===== config.mk =====
export PLATFORM = sky130hd
export DESIGN_NAME = user_fifo_host_bridge
export DESIGN_NICKNAME = d
export VERILOG_FILES = /design/src/rtl/user_fifo_bridge_pkg.sv /design/src/rtl/bridge_timeout_ctr.sv /design/src/rtl/user_fifo_host_bridge.sv
export SDC_FILE = /design/constraint.sdc
export NUM_CORES = 1
export LEC_CHECK = 0
export CELL_PAD_IN_SITES_DETAIL_PLACEMENT = 0
export CELL_PAD_IN_SITES_GLOBAL_PLACEMENT = 1
export CORE_MARGIN = 4
export CORE_UTILIZATION = 34
export DETAILED_ROUTE_END_ITERATION = 6
export GPL_TIMING_DRIVEN = 0
export PLACE_DENSITY = 0.9
export SLEW_MARGIN = 20
export SYNTH_ARGS = -nofsm -noshare
export SYNTH_HDL_FRONTEND = slang
export SYNTH_HIERARCHICAL = 1
export SYNTH_SLANG_ARGS = --single-unit

===== constraint.sdc =====
create_clock -name clock -period 3.3 [get_ports clock]
set_input_delay 0.33 -clock clock [delete_from_list [all_inputs] [get_ports clock]]
set_output_delay 0.33 -clock clock [all_outputs]
set_load 0.1 [all_outputs]

===== src/rtl/user_fifo_bridge_pkg.sv =====
// Shared types and constants for the user FIFO host bridge: FSM state encoding,
// register byte addresses and the data word returned when an RX access times out.
package user_fifo_bridge_pkg;

  typedef enum logic [1:0] {
    IDLE    = 2'd0,
    TX_WAIT = 2'd1,
    RX_WAIT = 2'd2,
    ACK     = 2'd3
  } bridge_state_e;

  localparam logic [7:0] ADDR_TX     = 8'h00;
  localparam logic [7:0] ADDR_RX     = 8'h04;
  localparam logic [7:0] ADDR_STATUS = 8'h08;
  localparam logic [7:0] ADDR_CTRL   = 8'h0C;
  localparam logic [7:0] ADDR_TXCNT  = 8'h14;
  localparam logic [7:0] ADDR_RXCNT  = 8'h18;

  localparam logic [31:0] RX_TIMEOUT_PATTERN = 32'hDEAD_0000;

endpackage


===== src/rtl/bridge_timeout_ctr.sv =====
// Wait-state timeout down-counter for the FIFO host bridge: reloaded on entry to a
// wait state, decremented while enabled, expired once it reaches zero.
module bridge_timeout_ctr #(
  parameter int TIMEOUT_CYCLES = 1023
) (
  input  logic clock,
  input  logic reset_n,
  input  logic i_load,
  input  logic i_en,
  output logic o_expired
);

  localparam int CW = $clog2(TIMEOUT_CYCLES + 1);
  // The first wait cycle sees the loaded value, so loading N-1 expires on wait cycle N.
  localparam logic [CW-1:0] LOAD_VAL = CW'(TIMEOUT_CYCLES - 1);

  logic [CW-1:0] r_count;

  always_ff @(posedge clock) begin
    if (!reset_n) begin
      r_count <= '0;
    end else if (i_load) begin
      r_count <= LOAD_VAL;
    end else if (i_en && (r_count != '0)) begin
      r_count <= r_count - CW'(1);
    end
  end

  assign o_expired = (r_count == '0);

endmodule


===== src/rtl/user_fifo_host_bridge.sv =====
// Host-side bridge from single-beat register accesses to the user FIFO pair.
// Optional TX/RX word counters are built when USER_FIFO_BRIDGE_STATS_EN is defined.
//
// state   | meaning
// IDLE    | accept and decode a register request
// TX_WAIT | input FIFO full, waiting to push or time out
// RX_WAIT | output FIFO empty, waiting to pop or time out
// ACK     | one-cycle completion, push/pop pulse and read data presented
module user_fifo_host_bridge
  import user_fifo_bridge_pkg::*;
#(
  parameter int DATA_WIDTH     = 32,
  parameter int CNT_W          = 16,
  parameter int TIMEOUT_CYCLES = 1023
) (
  input  logic                  clock,
  input  logic                  reset_n,
  input  logic                  i_cfg_wr,
  input  logic                  i_cfg_rd,
  input  logic [7:0]            i_cfg_addr,
  input  logic [DATA_WIDTH-1:0] i_cfg_wdata,
  output logic [DATA_WIDTH-1:0] o_cfg_rdata,
  output logic                  o_cfg_ack,
  input  logic                  i_in_full,
  output logic                  o_in_wr,
  output logic [DATA_WIDTH-1:0] o_in_dout,
  input  logic                  i_out_empty,
  output logic                  o_out_rd,
  input  logic [DATA_WIDTH-1:0] i_out_din
);

  bridge_state_e r_state, w_state_nxt;

  logic                  r_ack, r_in_wr, r_out_rd;
  logic [DATA_WIDTH-1:0] r_rdata, r_in_dout;
  logic [CNT_W-1:0]      r_outstanding;
  logic                  r_err_unf, r_err_tmo;

  logic                  w_ack_nxt, w_wr_nxt, w_rd_nxt;
  logic [DATA_WIDTH-1:0] w_rdata_nxt, w_reg_rdata, w_status;
  logic                  w_dout_load, w_clr, w_set_tmo, w_tmo_load, w_tmo_en, w_tmo_expired;
  logic [CNT_W-1:0]      w_tx_cnt, w_rx_cnt;

  assign w_tmo_en = (r_state == TX_WAIT) || (r_state == RX_WAIT);

  bridge_timeout_ctr #(.TIMEOUT_CYCLES(TIMEOUT_CYCLES)) u_timeout (
    .clock     (clock),
    .reset_n   (reset_n),
    .i_load    (w_tmo_load),
    .i_en      (w_tmo_en),
    .o_expired (w_tmo_expired)
  );

  always_comb begin
    w_status                = '0;
    w_status[16 +: CNT_W]   = r_outstanding;
    w_status[3]             = r_err_unf;
    w_status[2]             = r_err_tmo;
    w_status[1]             = !i_out_empty;
    w_status[0]             = i_in_full;
  end

  always_comb begin
    case (i_cfg_addr)
      ADDR_STATUS: w_reg_rdata = w_status;
      ADDR_TXCNT:  w_reg_rdata = DATA_WIDTH'(w_tx_cnt);
      ADDR_RXCNT:  w_reg_rdata = DATA_WIDTH'(w_rx_cnt);
      default:     w_reg_rdata = '0;
    endcase
  end

  always_comb begin
    w_state_nxt = r_state;
    w_ack_nxt   = 1'b0;
    w_wr_nxt    = 1'b0;
    w_rd_nxt    = 1'b0;
    w_rdata_nxt = '0;
    w_dout_load = 1'b0;
    w_clr       = 1'b0;
    w_set_tmo   = 1'b0;
    w_tmo_load  = 1'b0;
    case (r_state)
      IDLE: begin
        // A write wins over a simultaneous read; the read is simply not served.
        if (i_cfg_wr) begin
          if (i_cfg_addr == ADDR_TX) begin
            w_dout_load = 1'b1;
            if (!i_in_full) begin
              w_state_nxt = ACK;
              w_ack_nxt   = 1'b1;
              w_wr_nxt    = 1'b1;
            end else begin
              w_state_nxt = TX_WAIT;
              w_tmo_load  = 1'b1;
            end
          end else begin
            w_clr       = (i_cfg_addr == ADDR_CTRL) && i_cfg_wdata[0];
            w_state_nxt = ACK;
            w_ack_nxt   = 1'b1;
          end
        end else if (i_cfg_rd) begin
          if (i_cfg_addr == ADDR_RX) begin
            if (!i_out_empty) begin
              w_state_nxt = ACK;
              w_ack_nxt   = 1'b1;
              w_rd_nxt    = 1'b1;
              w_rdata_nxt = i_out_din;
            end else begin
              w_state_nxt = RX_WAIT;
              w_tmo_load  = 1'b1;
            end
          end else begin
            w_state_nxt = ACK;
            w_ack_nxt   = 1'b1;
            w_rdata_nxt = w_reg_rdata;
          end
        end
      end
      TX_WAIT: begin
        if (!i_in_full) begin
          w_state_nxt = ACK;
          w_ack_nxt   = 1'b1;
          w_wr_nxt    = 1'b1;
        end else if (w_tmo_expired) begin
          w_state_nxt = ACK;
          w_ack_nxt   = 1'b1;
          w_set_tmo   = 1'b1;
        end
      end
      RX_WAIT: begin
        if (!i_out_empty) begin
          w_state_nxt = ACK;
          w_ack_nxt   = 1'b1;
          w_rd_nxt    = 1'b1;
          w_rdata_nxt = i_out_din;
        end else if (w_tmo_expired) begin
          w_state_nxt = ACK;
          w_ack_nxt   = 1'b1;
          w_set_tmo   = 1'b1;
          w_rdata_nxt = DATA_WIDTH'(RX_TIMEOUT_PATTERN);
        end
      end
      ACK:     w_state_nxt = IDLE;
      default: w_state_nxt = IDLE;
    endcase
  end

  always_ff @(posedge clock) begin
    if (!reset_n) begin
      r_state   <= IDLE;
      r_ack     <= 1'b0;
      r_in_wr   <= 1'b0;
      r_out_rd  <= 1'b0;
      r_rdata   <= '0;
      r_in_dout <= '0;
    end else begin
      r_state  <= w_state_nxt;
      r_ack    <= w_ack_nxt;
      r_in_wr  <= w_wr_nxt;
      r_out_rd <= w_rd_nxt;
      r_rdata  <= w_rdata_nxt;
      if (w_dout_load) r_in_dout <= i_cfg_wdata;
    end
  end

  always_ff @(posedge clock) begin
    if (!reset_n || w_clr) begin
      r_outstanding <= '0;
      r_err_unf     <= 1'b0;
      r_err_tmo     <= 1'b0;
    end else begin
      if (w_set_tmo) r_err_tmo <= 1'b1;
      if (r_in_wr) begin
        if (r_outstanding != {CNT_W{1'b1}}) r_outstanding <= r_outstanding + CNT_W'(1);
      end else if (r_out_rd) begin
        if (r_outstanding != '0) r_outstanding <= r_outstanding - CNT_W'(1);
        else                     r_err_unf     <= 1'b1;
      end
    end
  end

`ifdef USER_FIFO_BRIDGE_STATS_EN
  logic [CNT_W-1:0] r_tx_cnt, r_rx_cnt;

  always_ff @(posedge clock) begin
    if (!reset_n || w_clr) begin
      r_tx_cnt <= '0;
      r_rx_cnt <= '0;
    end else begin
      if (r_in_wr)  r_tx_cnt <= r_tx_cnt + CNT_W'(1);
      if (r_out_rd) r_rx_cnt <= r_rx_cnt + CNT_W'(1);
    end
  end

  assign w_tx_cnt = r_tx_cnt;
  assign w_rx_cnt = r_rx_cnt;
`else
  assign w_tx_cnt = '0;
  assign w_rx_cnt = '0;
`endif

  assign o_cfg_ack   = r_ack;
  assign o_cfg_rdata = r_rdata;
  assign o_in_wr     = r_in_wr;
  assign o_in_dout   = r_in_dout;
  assign o_out_rd    = r_out_rd;

endmodule


==> flow_summary.toml, run 1 <==
[sta]
slew_headroom = 0.323
finalCritPeriodShare = 0.933
final_hold_viol_count = 0
rsz0062_at_grt = "false"
report.final.slew_viol_count = 0
fin_crit_ns = 3.08
finClkSkew_ns = 0.00882
setup_viol = 0
fmax_ghz = 0.325
tightest_slew_ns = 1.01

[critical_path]
crit_start = "i_cfg_addr[6]"
r2r_slack_ns = 0.57
path_cells = "clkdlybuf4s50_1, or4_4, nor4_2, and4b_1, clkbuf_1, nand2_1, o21ai_1, clkbuf_1, nand4b_1, o311a_1"
timing.rr.end = "r_outstanding[15]$_SDFFE_PP0P_"
start_kind = "input pin"
path_max_fanout = 10
cp_slowest_cell = "or4_4"
required_ns = 3.58
cp_top_family = "simple AND/OR/NAND/NOR gates"
end_kind = "flop"
critPathKind = "in -> reg"
rr_startpoint = "o_in_wr$_SDFF_PN0_"
slowest_delay_ns = 0.55
reg2reg_depth = 8
path_buf_inv = 3
crit_top_cell = "clkbuf_1"
arrival_ns = 3.36

[detailed_routing]
ant_nets = 0
drc_errors = 0
wl_per_cell_um = 16.0
avgViaCountPerCell = 5.25
dr.pass1.iters = 5
num_vias = 4603
wirelength_mm = 14.0
first_iter_violations = 232

[floorplan]
start_util = 0.347
ios = 145
coreArea_um2 = 13200
die_h_um = 124
fp.dieArea_um2 = 15400
chipWidth_um = 124
num_rows = 42

[final_layout]
nets = 795
layout-drive-gt1-share = 0.0456
mostFrequentLayoutCells = "clkdlybuf4s50_1, dfxtp_1, nand2_1"
fin_area_um2 = 6540
nFillCells = 1279
n_antenna_cell = 0
syn_to_final_growth_pct = 42.5
stdcell_count = 877
final_common_cell = "clkdlybuf4s50_1"

[synth]
synthTopCellsByArea = "dfxtp_1, nand2_1, a21oi_1"
synth_top_area_cell = "dfxtp_1"
synth_area_per_cell_um2 = 8.45
synth_cells = 543
async_flop_share = 0
syn_area_um2 = 4590
synthDistinctLibCells = 59
ys.flop_type = "dfxtp_1"
syn_nets = 641
yosysWarnings = 6
synth_top_cell_area_share = 0.423
ys_seq_elements = 97
synth_edf_count = 0
ys_seq_area_frac = 0.423

[place]
dp_cells = 862
dp_hpwl_mm = 10.8
dpl_cell_area_um2 = 6240
gp_congestion = 0.868
port-buffer-count = 143

[global_route]
grt_pass1_wl_mm = 21.5
grt_pass1_vias = 4365
antenna_found_initial = 0
grt_max_degree = 17
track_usage = 0.177
overflow = 0

[clocking]
ctsHoldBuffers = 0
post_cts_resized = 0
clkTransAtPathRegs_ns = 0.07
cts_max_path_buffers = 2
cts_tree = "built"
cts_buffers = 9
cts_root_buffer = "clkbuf_16"
post_cts_buffers = 0
numClockSinks = 97
htreeDepth = 3
insertion_delay_ns = 0.35

[pwr]
seqPwrFrac = 0.265
p_sw_frac = 0.451
ir_worst_vdd_v = 0.000400
power_leakage_uw = 0.00243
comb_power_share = 0.564
p_int_uw = 3360
clockPowerShare = 0.171
netSwitchingPower_uw = 2760
power_density_nw_per_um2 = 936

[min_path]
whs_endpoint = "o_in_dout[14]$_SDFFE_PN0P_"
hp-class = "reg -> reg"
hold_depth = 2
hp-start = "o_in_dout[14]$_SDFFE_PN0P_"

[outcome]
status = "finished clean"

[job]
maxCapViolCount = 0
how the worst max path moves through the flow:
stage,end,depth (start not counted),slack (ns)
6_report,u_timeout/r_count[9]$_SDFFE_PN0P_,10,0.22
5_1_grt,u_timeout/r_count[9]$_SDFFE_PN0P_,10,0.07
4_1_cts,u_timeout/r_count[9]$_SDFFE_PN0P_,10,0.23
3_5_place_dp,u_timeout/r_count[9]$_SDFFE_PN0P_,10,-0.13
3_3_place_gp,u_timeout/r_count[9]$_SDFFE_PN0P_,10,-0.13
2_1_floorplan,r_outstanding[12]$_SDFFE_PP0P_,8,0.07
power by group through the flow:
stage                     Sequential [uW]  Combinational [uW]  Clock (uW)
after floorplan                      1990                2260           0
after global placement               1630                3350           0
after detailed placement             1630                3400           0
after CTS                            1610                3420        1070
after global routing                 1640                3800        1120
final                                1620                3450        1050
cell families after synthesis:
family                     after synthesis  share of synthesized area
xor gates and xnor gates                12                     0.0229
and+or+nand+nor                        207                      0.221
adders and majority gates               20                     0.0561
muxes                                    4                    0.00899
AOI/OAI and AO/OA                      161                      0.230
buffers and inverters                   42                     0.0376
DFF                                     97                      0.423
state kept, by name (all words and copies together), names as in the netlist:
register	count
o_cfg_ack	1
o_cfg_rdata	32
o_in_dout	32
o_in_wr	1
o_out_rd	1
r_err_tmo	1
r_err_unf	1
r_outstanding	16
r_state	2
u_timeout/r_count	10
metal layers:
layer  track usage  part of all wire  up-vias
li1              -                 -     2261
met1         0.212              0.43     2142
met2         0.298              0.46      179
met3        0.0441             0.087       21
met4        0.0787             0.022        0
met5             0                 0        -
worst reg2reg max path, delay by kind of cell (launching register included):
family          cells  cell delay, ns
fa+ha+maj           1            0.52
buf+inv             1            0.36
flops               1            0.52
compound gates      6            1.27
synth_stat cells, types with 4 or more instances:
cell and count:
a211oi_1 8, a21o_1 9, a21oi_1 58, a22o_1 10, a22oi_1 10, a31oi_1 6, and2_1 5, and3_1 17
buf_2 6, clkbuf_1 20, dfxtp_1 97, ha_1 19, inv_1 14, nand2_1 93, nand2b_1 6, nand3_1 10
nand4_1 4, nor2_1 39, nor3_1 5, nor4_1 7, o21a_1 6, o21ai_0 12, o21ai_1 7, o22a_1 10
o31ai_1 4, xnor2_1 6, xor2_1 6
per-stage QoR:
step | TNS, ns | utilization | power, uW | setup slack, ns | hold slack, ns
floorplan | 0 | - | 4240 | 0.0733 | 0.409
global placement | -0.193 | 0.471 | 4980 | -0.131 | 0.441
detailed placement | -0.209 | 0.471 | 5030 | -0.127 | 0.447
CTS | 0 | 0.493 | 6100 | 0.229 | 0.456
global route | 0 | 0.494 | 6570 | 0.0710 | 0.473
finish | 0 | 0.494 | 6120 | 0.221 | 0.453
final cells by class:
class / count / area [um2] / area share
Multi-Input combinational cell: 404 / 2480 / 0.379
Sequential cell: 97 / 1940 / 0.297
Timing Repair Buffer: 143 / 1430 / 0.219
Clock buffer: 9 / 225 / 0.0344
Tap cell: 176 / 220 / 0.0337
Buffer: 28 / 120 / 0.0184
Clock inverter: 6 / 67.6 / 0.0103
Inverter: 14 / 52.6 / 0.00804
No activity file was read; power rests on OpenSTA's default activity.
==> inputs of run 2 (changes only) <==
SKIP_LAST_GASP = 1   (was default)
==> results of run 2 <==
The final DEF is identical to that of run 1; final timing and power are the same.
==> inputs of run 3 (changes only) <==
CELL_PAD_IN_SITES_DETAIL_PLACEMENT = default   (was 0)
CELL_PAD_IN_SITES_GLOBAL_PLACEMENT = default   (was 1)
CORE_UTILIZATION = 47   (was 34)
PLACE_DENSITY = 0.91   (was 0.9)
==> run 3 against run 2 <==
Compared with the run above:
- worst setup slack better by 0.062 ns
- routed wire length is 0.21% lower
- total power decreased by 4.6%
- utilization grew 19 points
- clock power fell by 27%
- die area down 26%
- non-clock buffer count unchanged
- critical endpoint unchanged
==> flow_summary.toml, run 3 (synthesis results as in run 1) <==
[clocking]
post_cts_resized = 0
htreeDepth = 3
ctsHoldBuffers = 0
numClockSinks = 97
cts_max_path_buffers = 2
cts_tree = "built"
cts_root_buffer = "clkbuf_8"
cts_buffers = 9
insertion_delay_ns = 0.36
post_cts_buffers = 0
clkTransAtPathRegs_ns = 0.10

[sta]
hold_slack_ns = 0.461
fmax_ghz = 0.331
setup_viol = 0
final_hold_viol_count = 0
report.final.slew_viol_count = 0
tightest_slew_ns = 1.07
finalCritPeriodShare = 0.915
fin_crit_ns = 3.02
slew_headroom = 0.280
rsz0062_at_grt = "false"
finClkSkew_ns = 0.00846

[global_route]
track_usage = 0.239
grt_pass1_wl_mm = 22.1
antenna_found_initial = 0
grt_max_degree = 18
grt_pass1_vias = 4601
overflow = 0

[final_layout]
nets = 795
layout-drive-gt1-share = 0.0456
stdcell_count = 831
syn_to_final_growth_pct = 39.0
n_antenna_cell = 0
nFillCells = 726
ff_latch_area_um2 = 1940
mostFrequentLayoutCells = "clkdlybuf4s50_1, dfxtp_1, nand2_1"
final_common_cell = "clkdlybuf4s50_1"
multi_input_area_um2 = 2480

[critical_path]
path_max_fanout = 10
start_kind = "input pin"
arrival_ns = 3.33
end_kind = "flop"
critPathKind = "in -> reg"
required_ns = 3.61

[floorplan]
chipWidth_um = 107
fp.dieArea_um2 = 11400
start_util = 0.490
num_rows = 35
coreArea_um2 = 9370
ios = 145
die_h_um = 107

[detailed_routing]
wirelength_mm = 14.0
num_vias = 4729
first_iter_violations = 408
ant_nets = 0
avgViaCountPerCell = 5.69
wl_per_cell_um = 16.9
dr.pass1.iters = 5
drc_errors = 0

[pwr]
power_uw = 5840
power_leakage_uw = 0.00239
power_density_nw_per_um2 = 915
ir_worst_vdd_v = 0.000451

[place]
gp_congestion = 0.947
dp_cells = 815
port-buffer-count = 143
dp_hpwl_mm = 10.9

[min_path]
hp-class = "reg -> reg"

[job]
maxCapViolCount = 0

[outcome]
status = "finished clean"
==> run 3: cell count changes in the layout (fill, tap and decap cells not counted), sizes merged <==
cell      before  now
bufinv         1    0
clkinvlp       2    1
inv           16   17
clkbuf        29   31
==> run 3: layout make-up <==
class | instances | share of cell area
Timing Repair Buffer | 143 | 0.224
Tap cell | 129 | 0.0253
Clock inverter | 5 | 0.00706
Multi-Input combinational cell | 404 | 0.388
Buffer | 28 | 0.0188
Clock buffer | 11 | 0.0237
Sequential cell | 97 | 0.304
Inverter | 14 | 0.00824
==> run 3: worst max-delay path, stage by stage <==
cell and delay (ns):
clkdlybuf4s50_1 0.40, or4_4 0.54, nor4_2 0.43, and4b_1 0.27
clkbuf_1 0.26, nand2_1 0.17, o21ai_1 0.21, clkbuf_1 0.38
nand4b_1 0.18, o311a_1 0.16
==> run 3: per-stage QoR <==
| step | util | TNS, ns | instance area [um2] | setup WS (ns) |
|---|---|---|---|---|
| after floorplan | - | 0 | 4590 | 0.0733 |
| after global placement | 0.660 | 0 | 6180 | 0.0155 |
| after detailed placement | 0.660 | -0.0920 | 6180 | -0.0638 |
| after CTS | 0.681 | 0 | 6380 | 0.310 |
| after global routing | 0.681 | 0 | 6380 | 0.0459 |
| final | 0.681 | 0 | 6380 | 0.282 |
==> run 3: report_power, final <==
group | leakage [uW] | total [uW] | switching [uW] | internal, uW
Combinational | 0.00151 | 3450 | 2060 | 1390
Clock | 0.0000985 | 765 | 437 | 328
Sequential | 0.000786 | 1620 | 238 | 1380
==> run 3: final timing paths <==
kind,slack [ns],to,cells after the start,startpoint
setup / recovery,0.28,u_timeout/r_count[9]$_SDFFE_PN0P_,10,i_cfg_addr[7]
hold / removal,0.46,o_in_dout[27]$_SDFFE_PN0P_,2,o_in_dout[27]$_SDFFE_PN0P_
setup reg to reg,0.49,r_outstanding[12]$_SDFFE_PP0P_,8,o_in_wr$_SDFF_PN0_
hold reg to reg,0.46,o_in_dout[27]$_SDFFE_PN0P_,2,o_in_dout[27]$_SDFFE_PN0P_
==> run 3: per-layer routing <==
| metal | up-vias | GRT usage | wire length, um |
|---|---|---|---|
| met5 | - | 0 | 0 |
| met4 | 0 | 0.0950 | 481 |
| met3 | 44 | 0.0596 | 1220 |
| met2 | 225 | 0.415 | 6830 |
| met1 | 2189 | 0.283 | 5480 |
| li1 | 2271 | - | - |
